<file path="config.mk">
export PLATFORM = sky130hd
export DESIGN_NAME = logic_unit_arbiter
export DESIGN_NICKNAME = d
export VERILOG_FILES = /design/src/rtl/logic_unit_arbiter.sv
export SDC_FILE = /design/constraint.sdc
export NUM_CORES = 1
export LEC_CHECK = 0
export CORE_MARGIN = 2
export CORE_UTILIZATION = 55
export CTS_BUF_LIST = sky130_fd_sc_hd__clkbuf_8
export DETAILED_ROUTE_END_ITERATION = 12
export GPL_ROUTABILITY_DRIVEN = 0
export HOLD_SLACK_MARGIN = 0.03
export PLACE_DENSITY = 0.93
export SYNTH_ARGS = -nofsm -noshare
export SYNTH_HDL_FRONTEND = slang
export SYNTH_SLANG_ARGS = --single-unit
</file>
<file path="constraint.sdc">
create_clock -name clk -period 3.5 [get_ports clk]
set_input_delay 0.35 -clock clk [delete_from_list [all_inputs] [get_ports clk]]
set_output_delay 0.35 -clock clk [all_outputs]
set_load 0.02 [all_outputs]
</file>
<file path="src/rtl/logic_unit_arbiter.sv">
// logic_unit_arbiter: two-requester bitwise logic unit behind an IDLE/EXEC/RESP handshake FSM.
// Define LOGIC_ARB_RR_EN for round-robin arbitration; otherwise requester 0 has fixed priority.
module logic_unit_arbiter #(
  parameter int WIDTH = 32
) (
  input  logic             clk,
  input  logic             rst_n,
  input  logic             req0_valid,
  output logic             req0_ready,
  input  logic [WIDTH-1:0] req0_a,
  input  logic [WIDTH-1:0] req0_b,
  input  logic [1:0]       req0_op,
  input  logic             req1_valid,
  output logic             req1_ready,
  input  logic [WIDTH-1:0] req1_a,
  input  logic [WIDTH-1:0] req1_b,
  input  logic [1:0]       req1_op,
  output logic             rsp_valid,
  input  logic             rsp_ready,
  output logic             rsp_id,
  output logic [WIDTH-1:0] rsp_result,
  output logic             busy
);
  typedef enum logic [1:0] {IDLE, EXEC, RESP} state_t;
  state_t           state_q, state_d;
  logic [WIDTH-1:0] a_q, a_d, b_q, b_d, result_q, result_d;
  logic [1:0]       op_q, op_d;
  logic             id_q, id_d;
  logic             gnt0, gnt1, idle, hs;
`ifdef LOGIC_ARB_RR_EN
  logic ptr_q, ptr_d;
  // ptr_q=1 means requester 1 wins the next tie
  assign gnt0 = req0_valid & (~req1_valid | ~ptr_q);
  assign gnt1 = req1_valid & (~req0_valid | ptr_q);
  assign ptr_d = hs ? gnt0 : ptr_q;
  always_ff @(posedge clk)
    if (!rst_n) ptr_q <= 1'b0;
    else ptr_q <= ptr_d;
`else
  assign gnt0 = req0_valid;
  assign gnt1 = req1_valid & ~req0_valid;
`endif
  assign idle       = rst_n & (state_q == IDLE);
  assign req0_ready = idle & gnt0;
  assign req1_ready = idle & gnt1;
  assign hs         = req0_ready | req1_ready;
  assign busy       = state_q != IDLE;
  assign rsp_valid  = state_q == RESP;
  assign rsp_id     = id_q;
  assign rsp_result = result_q;
  always_comb begin
    a_d      = hs ? (gnt0 ? req0_a : req1_a) : a_q;
    b_d      = hs ? (gnt0 ? req0_b : req1_b) : b_q;
    op_d     = hs ? (gnt0 ? req0_op : req1_op) : op_q;
    id_d     = hs ? ~gnt0 : id_q;
    result_d = state_q != EXEC ? result_q :
               op_q == 2'b00 ? a_q & b_q :
               op_q == 2'b01 ? a_q | b_q :
               op_q == 2'b10 ? a_q ^ b_q : ~(a_q | b_q);
    state_d  = state_q == IDLE ? (hs ? EXEC : IDLE) :
               state_q == EXEC ? RESP :
               state_q == RESP ? (rsp_ready ? IDLE : RESP) : IDLE;
  end
  always_ff @(posedge clk)
    if (!rst_n) begin
      state_q  <= IDLE;
      a_q      <= '0;
      b_q      <= '0;
      op_q     <= '0;
      id_q     <= 1'b0;
      result_q <= '0;
    end else begin
      state_q  <= state_d;
      a_q      <= a_d;
      b_q      <= b_d;
      op_q     <= op_d;
      id_q     <= id_d;
      result_q <= result_d;
    end
endmodule

</file>
==> summary.txt <==
Outcome
  • Status: completed

Critical path
  • WS Path Type: flop to output pin
  • Critical Path RT: about 3.2 ns
  • Setup crit start kind: flop
  • Critical path peak fanout: 6
  • Crit end category: output pin
  • WP data arrival: 2.00 ns

Power and ir drop
  • Pleak: 4.12 nW
  • Worst vdd ir: 0.229 mV
  • Final Power: 3.05 mW
  • Cell Pwr Density: 354 nW/um2

STA
  • Hold slack: 0.386 ns
  • Tmin final: 2.35 ns
  • RSZ-0062 raised after global routing: false
  • Final Hold Viols: 0
  • Fmax achieved: approximately 430 MHz
  • Setup TNS: 0 ns
  • Part of the cycle the worst path needs: 67.0%
  • Worst slew pin tran: around 0.96 ns
  • Max transition margin: 36.2%
  • Pins Over Slew Limit: 0
  • Final count of negative-setup-slack endpoints: 0
  • Skew final: 0.0151 ns

Global routing
  • Total congestion overflow: 0
  • Largest net degree at the start of global routing: 98
  • Total track usage: about a fifth
  • First-pass GRT wire length: 22.5 mm
  • Vias in the first global route: approximately 5.0k
  • Initial antenna violation count: 0

Finish
  • Fillers: roughly 870
  • Register area: 2030 um2
  • Commonest non-fill, non-tap cell in the layout: clkdlybuf4s50_1
  • Post-layout util: 72.2%
  • Most frequent cells in the layout: 171 x clkdlybuf4s50_1, 131 x mux2i_1, 104 x nand2_1, 100 x dfxtp_1, 96 x ha_1
  • Area growth, synth to finish: 29.7%
  • Layout Nets: 1084
  • Share of cells above drive strength 1: 6.89%
  • Multi-input logic area: 4160 um2
  • Fin area: 8610 um2
  • Ant. Diodes: 0

Place
  • Placed Instance Area: 8390 um2
  • Hpwl dp: between 9 and 10 mm
  • Input/output buffers: roughly 170

Synth
  • Largest area contributor in the netlist: dfxtp_1
  • Netlist Area Pre-Place: 6630 um2
  • Yosys reg bits: 101
  • Unique cell type count in the Yosys netlist: 25
  • Syn_nets: 943
  • Yosys top cell area share: 30.5%
  • Avg Inst Size Synth: 9.34 um2
  • Top post-synthesis cells by area: dfxtp_1 30%, mux2i_1 20%, ha_1 18%, nand2_1 5.9%, mux2_2 5.4%
  • Cells after Synth: 710
  • Warnings, synthesis: 0
  • Post-synthesis sequential area ratio: 30.5%

Worst hold path
  • Min-Delay Path Class: input pin to flop

Clock network
  • Clock Root Buffer: clkbuf_8
  • CTS clk-pin slew, worst paths: between 0.1 and 0.15 ns
  • CTS resizes: 0
  • Longest Clk Path Bufs: 2
  • H-tree depth: 3
  • CTS Buf Count: 9
  • CTS tree: yes
  • Clock sink total: 101
  • Worst-skew pair later-pin latency: 0.36 ns
  • Post-CTS Setup Inserts: 0
  • Cts hold-fix bufs: 0

Floorplanning
  • Die footprint: around 13000 um2
  • Core area: ~12000 um2
  • FP Rows: 40
  • IO Pins: 174
  • Die Y: between 100 and 150 um
  • Die Wd: about 110 um
  • Initial Utilization: 55.7%

Drt
  • Met3 wire len: roughly 700 um
  • Initial DRC Count: 197
  • Met1 wire length: 5.84 mm
  • Routed len/inst: 13.6 um
  • WL final: 13.6 mm
  • Initial DRT Pass Iterations: 4
  • Via density: between 5 and 6
  • Drt drc: 0
  • Final ANT Viol Nets: 0
  • Met2 WL post-DR: 6.83 mm
  • Max Used Layer: met4
  • Vias: 5229

Flow run
  • MaxCap Viol Count: 0
-- cell type report --
type / count / area share (%)
clock buffers: 11 / 1.76
clock inverters: 5 / 0.756
repair buffers: 179 / 20.6
multi-input cells: 493 / 48.3
flip-flops and latches: 101 / 23.5
well taps: 147 / 2.14
inverters: 67 / 2.92
-- flip-flops by register name, summed over array words and instances (netlist names) --
name and flops:
state_q 2, a_q 32, op_q 2, rsp_result 32
rsp_id 1, b_q 32
-- power by group --
group          switching, mW  total [mW]  internal (mW)
clock                  0.416       0.795          0.379
combinational          0.377       0.861          0.484
sequential             0.123        1.39           1.27
-- Yosys cell counts, drive strengths merged --
library cell  count
nor4bb            1
dfxtp           101
o211ai            8
a21oi             2
or3b              1
and3              1
o21ai            26
nand2b            2
buf              10
nand2           104
a32oi            32
clkbuf           39
mux2i           131
or2               1
a211oi            1
mux2             32
and4b             1
ha               96
nor2b            51
inv              67
nor3b             1
nor2              2
-- metrics by stage --
stage	worst slack (ns)	std cells
floorplan	1.62	710
global placement	1.10	987
detailed placement	1.03	987
CTS	1.14	1003
global route	1.08	1003
finish	1.15	1003
-- routing by layer --
layer  up-vias  global-route usage (%)
li1       2661                       -
met1      2419                    24.7
met4         0                    6.99
met5         -                       0
met2       127                    38.7
met3        22                    3.93
-- kinds of logic after synthesis --
kind of cell	count (synthesis)	share of synthesized area, %
fa+ha+maj	96	18.1
compound gates	69	7.36
simple gates	165	11.7
flops	101	30.5
mux	163	25.2
buf+inv	116	7.11
-- critical path, cell delays in order, from the launching register on --
cell and delay (ns):
dfxtp_1 0.37, or3b_1 0.43, nor3b_1 0.21, clkdlybuf4s50_1 0.64
-- worst paths after layout --
kind                                to  slack, ns  cells past startpoint             startpoint
setup / recovery            req1_ready       1.15                      3  state_q[1]$_SDFF_PP0_
hold / removal    a_q[17]$_SDFFE_PN0P_       0.39                      3                  rst_n
setup reg to reg  b_q[14]$_SDFFE_PN0P_       1.38                      4  state_q[1]$_SDFF_PP0_
hold reg to reg   a_q[17]$_SDFFE_PN0P_       0.48                      2   a_q[17]$_SDFFE_PN0P_
(Power assumes the default switching activity.)
